### src/rtl/reservation_station_if.sv
// Dispatch, result-broadcast and issue signals of the ALU reservation station.
// The slave modport is the station itself; the master side drives dispatch and broadcasts.
interface reservation_station_if #(
    parameter int ROB_LOG = 4,
    parameter int OP_LOG  = 6
);
    logic               D_enable;
    logic [OP_LOG-1:0]  D_op;
    logic [31:0]        D_Vj;
    logic [31:0]        D_Vk;
    logic               D_Jrdy;
    logic               D_Krdy;
    logic [ROB_LOG-1:0] D_Qj;
    logic [ROB_LOG-1:0] D_Qk;
    logic [31:0]        D_Imm;
    logic [ROB_LOG-1:0] D_DestRob;
    logic [31:0]        D_CurPC;
    logic               full;

    logic               B_enable;
    logic [31:0]        B_value;
    logic [ROB_LOG-1:0] B_RobId;
    logic               L_enable;
    logic [31:0]        L_value;
    logic [ROB_LOG-1:0] L_RobId;

    logic               RS_valid;
    logic [OP_LOG-1:0]  RS_op;
    logic [31:0]        RS_Vj;
    logic [31:0]        RS_Vk;
    logic [31:0]        RS_Imm;
    logic [ROB_LOG-1:0] RS_DestRob;
    logic [31:0]        RS_CurPC;

    modport master (
        output D_enable, D_op, D_Vj, D_Vk, D_Jrdy, D_Krdy, D_Qj, D_Qk, D_Imm, D_DestRob, D_CurPC,
        output B_enable, B_value, B_RobId, L_enable, L_value, L_RobId,
        input  full, RS_valid, RS_op, RS_Vj, RS_Vk, RS_Imm, RS_DestRob, RS_CurPC
    );

    modport slave (
        input  D_enable, D_op, D_Vj, D_Vk, D_Jrdy, D_Krdy, D_Qj, D_Qk, D_Imm, D_DestRob, D_CurPC,
        input  B_enable, B_value, B_RobId, L_enable, L_value, L_RobId,
        output full, RS_valid, RS_op, RS_Vj, RS_Vk, RS_Imm, RS_DestRob, RS_CurPC
    );
endinterface

### src/rtl/reservation_station.sv
// ALU-side issue queue: holds dispatched ops until both operands are known, wakes them from the
// ALU/LSB broadcasts and issues the lowest-index ready entry, one per cycle, into the FU.
module reservation_station #(
    parameter int                RS_SIZE = 16,
    parameter int                RS_LOG  = 4,
    parameter int                ROB_LOG = 4,
    parameter int                OP_LOG  = 6,
    parameter logic [OP_LOG-1:0] OP_NOP  = '0
) (
    input  logic                  clk,
    input  logic                  rst,
    input  logic                  rdy,
    input  logic                  clear,
    reservation_station_if.slave  bus
);
    logic [RS_SIZE-1:0] busy_vec;
    logic [RS_SIZE-1:0] ready_vec;
    logic [OP_LOG-1:0]  op_vec   [RS_SIZE];
    logic [31:0]        vj_vec   [RS_SIZE];
    logic [31:0]        vk_vec   [RS_SIZE];
    logic [31:0]        imm_vec  [RS_SIZE];
    logic [ROB_LOG-1:0] dest_vec [RS_SIZE];
    logic [31:0]        pc_vec   [RS_SIZE];

    logic [RS_LOG-1:0]  free_idx;
    logic [RS_LOG-1:0]  issue_idx;
    logic               issue_found;
    logic               full;
    logic               dispatch_go;
    logic               issue_go;

    // Priority encoders: scanning downward leaves the lowest matching index.
    always_comb begin
        free_idx    = '0;
        issue_idx   = '0;
        issue_found = 1'b0;
        for (int i = RS_SIZE - 1; i >= 0; i--) begin
            if (!busy_vec[i]) begin
                free_idx = RS_LOG'(i);
            end
            if (ready_vec[i]) begin
                issue_idx   = RS_LOG'(i);
                issue_found = 1'b1;
            end
        end
    end

    assign full        = &busy_vec;
    assign bus.full    = full;
    assign dispatch_go = rdy && !clear && bus.D_enable && !full && (bus.D_op != OP_NOP);
    assign issue_go    = rdy && !clear && issue_found;

    // Dispatch-time bypass; the LSB result wins on a (nominally impossible) double match.
    logic        dj_l_hit, dj_b_hit, dk_l_hit, dk_b_hit;
    logic        d_jrdy, d_krdy;
    logic [31:0] d_vj, d_vk;

    always_comb begin
        dj_l_hit = !bus.D_Jrdy && bus.L_enable && (bus.L_RobId == bus.D_Qj);
        dj_b_hit = !bus.D_Jrdy && bus.B_enable && (bus.B_RobId == bus.D_Qj);
        dk_l_hit = !bus.D_Krdy && bus.L_enable && (bus.L_RobId == bus.D_Qk);
        dk_b_hit = !bus.D_Krdy && bus.B_enable && (bus.B_RobId == bus.D_Qk);
        d_jrdy   = bus.D_Jrdy || dj_l_hit || dj_b_hit;
        d_krdy   = bus.D_Krdy || dk_l_hit || dk_b_hit;
        d_vj     = dj_l_hit ? bus.L_value : (dj_b_hit ? bus.B_value : bus.D_Vj);
        d_vk     = dk_l_hit ? bus.L_value : (dk_b_hit ? bus.B_value : bus.D_Vk);
    end

    genvar gi;
    generate
        for (gi = 0; gi < RS_SIZE; gi++) begin : g_entry
            logic               busy_reg, jrdy_reg, krdy_reg;
            logic [OP_LOG-1:0]  op_reg;
            logic [31:0]        vj_reg, vk_reg, imm_reg, pc_reg;
            logic [ROB_LOG-1:0] qj_reg, qk_reg, dest_reg;
            logic               j_l_hit, j_b_hit, k_l_hit, k_b_hit;
            logic               j_wake, k_wake;

            always_comb begin
                j_l_hit = bus.L_enable && (bus.L_RobId == qj_reg);
                j_b_hit = bus.B_enable && (bus.B_RobId == qj_reg);
                k_l_hit = bus.L_enable && (bus.L_RobId == qk_reg);
                k_b_hit = bus.B_enable && (bus.B_RobId == qk_reg);
                j_wake  = busy_reg && !jrdy_reg && (j_l_hit || j_b_hit);
                k_wake  = busy_reg && !krdy_reg && (k_l_hit || k_b_hit);
            end

            always_ff @(posedge clk) begin
                if (rst || (rdy && clear)) begin
                    busy_reg <= 1'b0;
                    jrdy_reg <= 1'b0;
                    krdy_reg <= 1'b0;
                end else if (rdy) begin
                    if (dispatch_go && (free_idx == RS_LOG'(gi))) begin
                        busy_reg <= 1'b1;
                        op_reg   <= bus.D_op;
                        vj_reg   <= d_vj;
                        vk_reg   <= d_vk;
                        jrdy_reg <= d_jrdy;
                        krdy_reg <= d_krdy;
                        qj_reg   <= bus.D_Qj;
                        qk_reg   <= bus.D_Qk;
                        imm_reg  <= bus.D_Imm;
                        dest_reg <= bus.D_DestRob;
                        pc_reg   <= bus.D_CurPC;
                    end else begin
                        if (issue_go && (issue_idx == RS_LOG'(gi))) begin
                            busy_reg <= 1'b0;
                        end
                        if (j_wake) begin
                            vj_reg   <= j_l_hit ? bus.L_value : bus.B_value;
                            jrdy_reg <= 1'b1;
                        end
                        if (k_wake) begin
                            vk_reg   <= k_l_hit ? bus.L_value : bus.B_value;
                            krdy_reg <= 1'b1;
                        end
                    end
                end
            end

            assign busy_vec[gi]  = busy_reg;
            assign ready_vec[gi] = busy_reg && jrdy_reg && krdy_reg;
            assign op_vec[gi]    = op_reg;
            assign vj_vec[gi]    = vj_reg;
            assign vk_vec[gi]    = vk_reg;
            assign imm_vec[gi]   = imm_reg;
            assign dest_vec[gi]  = dest_reg;
            assign pc_vec[gi]    = pc_reg;
        end
    endgenerate

    logic               rs_valid_reg;
    logic [OP_LOG-1:0]  rs_op_reg;
    logic [31:0]        rs_vj_reg, rs_vk_reg, rs_imm_reg, rs_pc_reg;
    logic [ROB_LOG-1:0] rs_dest_reg;

    // Payload holds its last value when nothing issues; only valid/op signal an empty slot.
    always_ff @(posedge clk) begin
        if (rst) begin
            rs_valid_reg <= 1'b0;
            rs_op_reg    <= OP_NOP;
            rs_vj_reg    <= '0;
            rs_vk_reg    <= '0;
            rs_imm_reg   <= '0;
            rs_dest_reg  <= '0;
            rs_pc_reg    <= '0;
        end else if (issue_go) begin
            rs_valid_reg <= 1'b1;
            rs_op_reg    <= op_vec[issue_idx];
            rs_vj_reg    <= vj_vec[issue_idx];
            rs_vk_reg    <= vk_vec[issue_idx];
            rs_imm_reg   <= imm_vec[issue_idx];
            rs_dest_reg  <= dest_vec[issue_idx];
            rs_pc_reg    <= pc_vec[issue_idx];
        end else begin
            rs_valid_reg <= 1'b0;
            rs_op_reg    <= OP_NOP;
        end
    end

    assign bus.RS_valid   = rs_valid_reg;
    assign bus.RS_op      = rs_op_reg;
    assign bus.RS_Vj      = rs_vj_reg;
    assign bus.RS_Vk      = rs_vk_reg;
    assign bus.RS_Imm     = rs_imm_reg;
    assign bus.RS_DestRob = rs_dest_reg;
    assign bus.RS_CurPC   = rs_pc_reg;
endmodule

### src/flat_wrapper.sv
// flat-port wrapper written by rule: the top's interface ports become plain ports
module reservation_station_flat 
#(
    parameter int                RS_SIZE = 16,
    parameter int                RS_LOG  = 4,
    parameter int                ROB_LOG = 4,
    parameter int                OP_LOG  = 6,
    parameter logic [OP_LOG-1:0] OP_NOP  = '0
)
  (clk, rst, rdy, clear, bus_D_enable, bus_D_op, bus_D_Vj, bus_D_Vk, bus_D_Jrdy, bus_D_Krdy, bus_D_Qj, bus_D_Qk, bus_D_Imm, bus_D_DestRob, bus_D_CurPC, bus_B_enable, bus_B_value, bus_B_RobId, bus_L_enable, bus_L_value, bus_L_RobId, bus_full, bus_RS_valid, bus_RS_op, bus_RS_Vj, bus_RS_Vk, bus_RS_Imm, bus_RS_DestRob, bus_RS_CurPC);
  reservation_station_if #(.ROB_LOG(ROB_LOG), .OP_LOG(OP_LOG)) bus_i ();
  input  logic clk;
  input  logic rst;
  input  logic rdy;
  input  logic clear;
  input wire logic [$bits(bus_i.D_enable)-1:0] bus_D_enable;
  input wire logic [$bits(bus_i.D_op)-1:0] bus_D_op;
  input wire logic [$bits(bus_i.D_Vj)-1:0] bus_D_Vj;
  input wire logic [$bits(bus_i.D_Vk)-1:0] bus_D_Vk;
  input wire logic [$bits(bus_i.D_Jrdy)-1:0] bus_D_Jrdy;
  input wire logic [$bits(bus_i.D_Krdy)-1:0] bus_D_Krdy;
  input wire logic [$bits(bus_i.D_Qj)-1:0] bus_D_Qj;
  input wire logic [$bits(bus_i.D_Qk)-1:0] bus_D_Qk;
  input wire logic [$bits(bus_i.D_Imm)-1:0] bus_D_Imm;
  input wire logic [$bits(bus_i.D_DestRob)-1:0] bus_D_DestRob;
  input wire logic [$bits(bus_i.D_CurPC)-1:0] bus_D_CurPC;
  input wire logic [$bits(bus_i.B_enable)-1:0] bus_B_enable;
  input wire logic [$bits(bus_i.B_value)-1:0] bus_B_value;
  input wire logic [$bits(bus_i.B_RobId)-1:0] bus_B_RobId;
  input wire logic [$bits(bus_i.L_enable)-1:0] bus_L_enable;
  input wire logic [$bits(bus_i.L_value)-1:0] bus_L_value;
  input wire logic [$bits(bus_i.L_RobId)-1:0] bus_L_RobId;
  output wire logic [$bits(bus_i.full)-1:0] bus_full;
  output wire logic [$bits(bus_i.RS_valid)-1:0] bus_RS_valid;
  output wire logic [$bits(bus_i.RS_op)-1:0] bus_RS_op;
  output wire logic [$bits(bus_i.RS_Vj)-1:0] bus_RS_Vj;
  output wire logic [$bits(bus_i.RS_Vk)-1:0] bus_RS_Vk;
  output wire logic [$bits(bus_i.RS_Imm)-1:0] bus_RS_Imm;
  output wire logic [$bits(bus_i.RS_DestRob)-1:0] bus_RS_DestRob;
  output wire logic [$bits(bus_i.RS_CurPC)-1:0] bus_RS_CurPC;
  assign bus_i.D_enable = bus_D_enable;
  assign bus_i.D_op = bus_D_op;
  assign bus_i.D_Vj = bus_D_Vj;
  assign bus_i.D_Vk = bus_D_Vk;
  assign bus_i.D_Jrdy = bus_D_Jrdy;
  assign bus_i.D_Krdy = bus_D_Krdy;
  assign bus_i.D_Qj = bus_D_Qj;
  assign bus_i.D_Qk = bus_D_Qk;
  assign bus_i.D_Imm = bus_D_Imm;
  assign bus_i.D_DestRob = bus_D_DestRob;
  assign bus_i.D_CurPC = bus_D_CurPC;
  assign bus_i.B_enable = bus_B_enable;
  assign bus_i.B_value = bus_B_value;
  assign bus_i.B_RobId = bus_B_RobId;
  assign bus_i.L_enable = bus_L_enable;
  assign bus_i.L_value = bus_L_value;
  assign bus_i.L_RobId = bus_L_RobId;
  assign bus_full = bus_i.full;
  assign bus_RS_valid = bus_i.RS_valid;
  assign bus_RS_op = bus_i.RS_op;
  assign bus_RS_Vj = bus_i.RS_Vj;
  assign bus_RS_Vk = bus_i.RS_Vk;
  assign bus_RS_Imm = bus_i.RS_Imm;
  assign bus_RS_DestRob = bus_i.RS_DestRob;
  assign bus_RS_CurPC = bus_i.RS_CurPC;
  reservation_station #(.RS_SIZE(RS_SIZE), .RS_LOG(RS_LOG), .ROB_LOG(ROB_LOG), .OP_LOG(OP_LOG), .OP_NOP(OP_NOP)) u_core (.clk(clk), .rst(rst), .rdy(rdy), .clear(clear), .bus(bus_i));
endmodule
### config.mk
export PLATFORM = sky130hd
export DESIGN_NAME = reservation_station_flat
export DESIGN_NICKNAME = d
export VERILOG_FILES = /design/src/rtl/reservation_station_if.sv /design/src/rtl/reservation_station.sv /design/src/flat_wrapper.sv
export SDC_FILE = /design/constraint.sdc
export NUM_CORES = 2
export LEC_CHECK = 0
export BUFFER_PORTS_ARGS = -buffer_cell sky130_fd_sc_hd__clkbuf_2
export CORE_MARGIN = 2
export CORE_UTILIZATION = 57
export CTS_CLUSTER_SIZE = 40
export DETAILED_ROUTE_END_ITERATION = 16
export PLACE_DENSITY = 0.77
export SETUP_SLACK_MARGIN = 0.02
export SYNTH_ARGS = -nofsm -noshare
export SYNTH_HDL_FRONTEND = slang
export SYNTH_SLANG_ARGS = --single-unit
### constraint.sdc
create_clock -name clk -period 6.1 [get_ports clk]
set_input_delay 0.305 -clock clk [delete_from_list [all_inputs] [get_ports clk]]
set_output_delay 0.305 -clock clk [all_outputs]
set_load 0.01 [all_outputs]
* Word level (Yosys, flattened, before mapping)
Cells that the tools add are included.
** Operators by class
- Magnitude comparators :: 1
- Equality and inequality tests :: 98
- Mux-type cells :: 263
- Bitwise gates (word level) :: 3
- Reduce and logical (&&, ||, !) cells :: 428
** Operators by type and width (count)
- 2-to-1 mux 32 bit :: 108
- binary-select mux 32 bit (select 4 bit) :: 4
- equality test 4 bit :: 68
- logical AND 1 bit :: 206
- AND reduction 3 bit :: 48
- 2-to-1 mux 4 bit :: 34
- 2-to-1 mux 1 bit :: 113
- AND reduction 2 bit :: 48
- nonzero test 2 bit :: 48
- equality test 4 bit (second input constant) :: 16
- logical OR 1 bit :: 37
- zero test 1 bit :: 36
- equality test 4 x 3 -> 1 bit (second input constant) :: 8
- binary-select mux 6 bit (select 4 bit) :: 1
- binary-select mux 4 bit (select 4 bit) :: 1
- equality test 4 x 2 -> 1 bit (second input constant) :: 4
- AND reduction 16 bit :: 1
- 2-to-1 mux 6 bit :: 2
- equality test 4 x 1 -> 1 bit (second input constant) :: 2
- zero test 4 bit :: 2
- nonzero test 6 bit :: 1
- greater-or-equal comparator 5 bit (second input constant) :: 1
- NOT 4 -> 5 bit :: 1
- NOT 1 bit :: 2
- OR reduction 2 bit :: 1
** Storage, ports and cells
- Register bits :: 2523
- Output and inout bits :: 140

* Depth between registers and ports, before layout
- Depth in word-level cells :: 22
- Gate-level depth with buffers :: 13

* Worst setup path before layout
Ideal clock, no wire load.
- Path kind :: register to register
- Start :: register u_core.g_entry[15].busy_reg
- End :: register u_core.g_entry[9].dest_reg[0] (enable)
- Library setup time :: 523 ps
- Data arrival time :: 5472 ps
- Setup slack :: 104 ps
- Stages on the path, launching flop included :: 12
- Path buffers :: 3
- Period minus slack after synthesis :: 5996 ps
- Cells stage by stage :: dfxtp_1 -> nand2b_1 -> a21boi_0 -> o21ai_1 -> a21oi_1 -> o211ai_1 -> a31o_2 -> or2_2 -> clkbuf_1 -> clkbuf_1 -> clkbuf_1 -> nor2_1
** Between the ends
- Word-level cells in the longest chain between the ends :: 19
- Elaborated cells on any way between the ends :: 23
** Ends and longest elaborated chain
- start: declaration :: line reservation_station.sv:72 : logic busy_reg, jrdy_reg, krdy_reg;
- start signal: assignment :: line reservation_station.sv:90 : busy_reg <= 1'b0;
- start signal: assignment :: line reservation_station.sv:95 : busy_reg <= 1'b1;
- start signal: assignment :: line reservation_station.sv:108 : busy_reg <= 1'b0;
- 2-to-1 mux 4 bit (16 in series) :: line reservation_station.sv:38 : if (!busy_vec[i]) begin
- equality test 4 bit :: line reservation_station.sv:94 : if (dispatch_go && (free_idx == RS_LOG'(gi))) begin
- logical AND 1 bit (*) :: line reservation_station.sv:94
- AND reduction 3 bit (no line) (*)
- end signal: assignment :: line reservation_station.sv:104 : dest_reg <= bus.D_DestRob;
- end: declaration :: line reservation_station.sv:75 : logic [ROB_LOG-1:0] qj_reg, qk_reg, dest_reg;
Every way passes the cells marked *; elsewhere a longest branch is shown, timed or not.
A chain may end at the register's enable or synchronous reset.

* Final worst setup path
- Start :: register u_core.g_entry[0].busy_reg
- End :: register u_core.rs_pc_reg[26] (netlist: u_core.bus.RS_CurPC[26])
** Between the ends
- Word-level cells in the longest chain between the ends :: 7
- Elaborated cells on any way between the ends :: 9
** Ends and longest elaborated chain
- start: declaration :: line reservation_station.sv:72
- start signal: assignment :: line reservation_station.sv:90
- start signal: assignment :: line reservation_station.sv:95
- start signal: assignment :: line reservation_station.sv:108
- logical AND 1 bit (*) (2 in series) :: line reservation_station.sv:123 : assign ready_vec[gi] = busy_reg && jrdy_reg && krdy_reg;
- 2-to-1 mux 4 bit :: line reservation_station.sv:41 : if (ready_vec[i]) begin
- NOT 4 -> 5 bit (implied by the code) :: line reservation_station.sv:155 : rs_pc_reg <= pc_vec[issue_idx];
- binary-select mux 32 bit (select 4 bit) :: line reservation_station.sv:155
- 2-to-1 mux 32 bit (implied by the code) (2 in series) :: line reservation_station.sv:155
- end signal: assignment :: line reservation_station.sv:155
- end: declaration :: line reservation_station.sv:135 : logic [31:0] rs_vj_reg, rs_vk_reg, rs_imm_reg, rs_pc_reg;
Every way passes the cells marked *; elsewhere a longest branch is shown, timed or not. The select of a mux whose other input is x is not followed.

==> flow_metrics.py <==
metrics = {
    "pwr": {
        "p_seq_share_pct": 52.7,
        "powerDensity_nw_per_um2": 274,
        "comb_power_share_pct": 4.6,
        "p_int_mw": 28.0,
        "power_frac_clock_pct": 42.7,
        "p_leak_nw": 40.2,
        "sw_frac_of_total_pct": 22.0,
        "p_switching_mw": 7.88,
        "ir_drop_mv": 0.322,
    },
    "global_routing": {
        "grt_pass1_wl_um": 567000,
        "antenna_found_initial": 17,
        "grt_usage_pct": 36.6,
        "grt_overflow_total": 0,
        "grt_pass1_vias": 85300,
        "grt_max_degree": 131,
    },
    "finish": {
        "area_delta_synth_final_pct": 11.5,
        "final_common_cell": "edfxtp_1",
        "finalNetCount": 9708,
        "fin_area_um2": 131000,
        "layout-drive-gt1-share_pct": 11.8,
        "final_cells": 12400,
        "most-common-layout-cells": "edfxtp_1, mux2i_1, nand2_1",
    },
    "synthesis": {
        "synth_area_um2": 117000,
        "synth.top_cell.area_share_pct": 59.8,
        "synth_top_area_cell": "edfxtp_1",
        "syn_nets": 9819,
        "syn_avg_cell_area_um2": 12.2,
        "yosysSeqAreaShare_pct": 63.0,
        "synth_area_leaders": "edfxtp_1, mux2i_1, o21ai_0, dfxtp_1, nand2_1",
        "synth_edf_count": 2336,
        "syn-instance-count": 9592,
        "synthFlopType": "edfxtp_1",
        "ys_types": 69,
        "ys_ff_latch": 2523,
        "synthArstFlopShare_pct": 0,
        "ys_warn_count": 0,
    },
    "clocking": {
        "cts_sinks": 2523,
        "hold_buffers": 82,
        "cts_tree": "built",
        "clk_pin_slew_worst_paths_ns": 0.07,
        "numCtsBuffers": 241,
        "clk_latency_ns": 0.93,
        "cts_root_buffer": "clkbuf_16",
        "cts.path.max_buffers": 3,
        "post_cts.repair.setup_buffers": 0,
        "cts.repair.resized": 0,
        "htreeDepth": 4,
    },
    "timing": {
        "fin_crit_sh_pct": 73.0,
        "slew_violations": 0,
        "worst_pin_slew_ns": 1.40,
        "slew_headroom_pct": 6.90,
        "finalSetupViolations": 0,
        "clock_skew_ns": 0.0767,
        "fin_crit_ns": 4.46,
        "rsz0062_at_grt": "no",
        "hold_violations": 0,
        "final.setup.tns_ns": 0,
        "max_freq_ghz": 0.224,
    },
    "floorplan": {
        "die_h_um": 458,
        "fp.coreArea_um2": 205000,
        "io_pins": 367,
        "dieWidth_um": 458,
        "row_count": 166,
        "die_area_um2": 210000,
        "start_util_pct": 57.4,
    },
    "detailed_routing": {
        "wirelength_um": 394000,
        "drc_errors": 0,
        "via_per_inst": 7.09,
        "first_iter_violations": 14700,
        "wl_per_cell_um": 31.8,
        "drtPass1Iterations": 7,
        "via_count": 87900,
        "ant_nets": 0,
    },
    "worst_setup_path": {
        "rr_endpoint": "u_core.bus.RS_CurPC[26]$_SDFFE_PP0P_",
        "cp.required_ns": 6.93,
        "crit_arrival_ns": 5.28,
        "path_max_fanout": 71,
        "end_kind": "register",
        "crit_buf_inv": 1,
        "crit_type": "register to register",
        "cpLargestDelayFamily": "simple AND/OR/NAND/NOR gates",
        "crit_chain": "and3_1 -> nor4_4 -> and2_1 -> nand2_1 -> nor3_4 -> buf_12 -> a221o_1 -> a221o_1 -> a21oi_1 -> a31oi_1",
        "crit_path_start": "u_core.g_entry[0].busy_reg$_SDFFE_PP0P_",
        "r2r_cells": 10,
        "r2r-start": "u_core.g_entry[0].busy_reg$_SDFFE_PP0P_",
        "rrSetupSlack_ns": 1.64,
        "slowest_stage": "nor3_4",
        "cp-start-kind": "register",
        "crit_top_cell": "a221o_1",
        "max_stage_delay_ns": 0.76,
    },
    "place": {
        "portBuffers": 366,
        "post_dp_cell_area_um2": 122000,
        "gp_congestion": 0.948,
        "dp_hpwl_um": 213000,
        "dp_cells": 11800,
    },
    "flow_run": {
        "drv_cap": 0,
    },
    "min_path": {
        "min_from": "bus_D_Qk[0]",
        "hold_depth": 1,
        "hold_path_class": "input pin to register",
        "holdPathEnd": "u_core.g_entry[3].qk_reg[0]$_DFFE_PP_",
    },
    "run_status": {
        "run_status": "completed",
    },
}
## per-stage QoR
step | setup WS, ns | hold WS (ns) | util, % | power, mW
2_1_floorplan | 0.104 | 0.383 | - | 20.2
3_3_place_gp | 1.67 | 0.482 | 59.6 | 20.7
3_5_place_dp | 1.46 | 0.495 | 59.6 | 20.8
4_1_cts | 1.82 | 0.00126 | 63.9 | 35.8
5_1_grt | 1.31 | 0.0383 | 64.0 | 36.6
6_report | 1.64 | 0.0440 | 64.0 | 35.8
## final cells by class
class                   instances  area (µm²)
clock inverters               106        1230
fillers                     14700       73700
flip-flops and latches       2523       73900
clock buffers                 354        6880
diodes                          7        17.5
well taps                    2688        3360
inverters                      19        81.3
multi-input cells            5992       40100
repair buffers                704        5260
## worst max path at each step
stage / endpoint / slack (ns) / cells past startpoint
finish: u_core.bus.RS_CurPC[26]$_SDFFE_PP0P_ / 1.64 / 10
global route: u_core.g_entry[11].krdy_reg$_SDFFE_PP0P_ / 1.31 / 11
floorplan: u_core.g_entry[9].dest_reg[0]$_DFFE_PP_ / 0.10 / 11
CTS: u_core.bus.RS_op[0]$_SDFF_PP0_ / 1.82 / 8
global placement: u_core.g_entry[11].jrdy_reg$_SDFFE_PP0P_ / 1.67 / 11
detailed placement: u_core.g_entry[11].krdy_reg$_SDFFE_PP0P_ / 1.46 / 11
## cells by family after synthesis
group / after synthesis / share of synthesized area (%)
buffers and inverters: 1077 / 3.62
AOI/OAI and AO/OA: 2909 / 16.1
xor gates and xnor gates: 269 / 2.01
and+or+nand+nor: 1726 / 6.07
DFF: 2523 / 63.0
muxes: 1088 / 9.28
## layer usage
layer	share of wire (%)	routed length, µm	GRT usage, %
met1	34	135000	46.0
met2	45	179000	57.6
met3	13	51900	8.57
met4	7.2	28400	22.7
met5	0.025	99	0
## power by group through the flow
stage | registers, mW | clock network [mW] | logic, mW
3_5_place_dp | 19.3 | 0 | 1.54
3_3_place_gp | 19.3 | 0 | 1.46
6_report | 18.9 | 15.3 | 1.66
2_1_floorplan | 19.3 | 0 | 0.949
4_1_cts | 18.9 | 15.3 | 1.60
5_1_grt | 18.9 | 15.9 | 1.76
## cells in the mapped netlist, types with 3 or more instances
master and number:
o21ai_1 10, o211ai_1 132, xnor2_1 67, nand3_1 23, o21ai_0 813, nor4_1 14
nor3b_1 8, a21boi_0 6, a21o_1 3, buf_4 3, inv_1 18, nor4_2 20
a32o_1 3, nor2b_1 16, a31oi_1 161, or2_2 7, buf_1 113, a21oi_1 737
o31ai_1 5, nand2_1 987, a22oi_1 407, nand4_1 6, o221ai_1 7, mux2i_1 1088
xor2_1 202, or3_1 4, dfxtp_1 187, a221o_1 252, nor2_2 3, a221oi_1 143
edfxtp_1 2336, nand2b_1 14, a22o_1 139, nor2_1 522, and3_1 15, and2_1 9
a222oi_1 21, o311ai_0 15, clkbuf_1 782, o32a_1 3, buf_2 160, or3b_2 12
nor3_1 55, a211oi_1 33
Note: power is estimated with default switching activity, not from simulation.
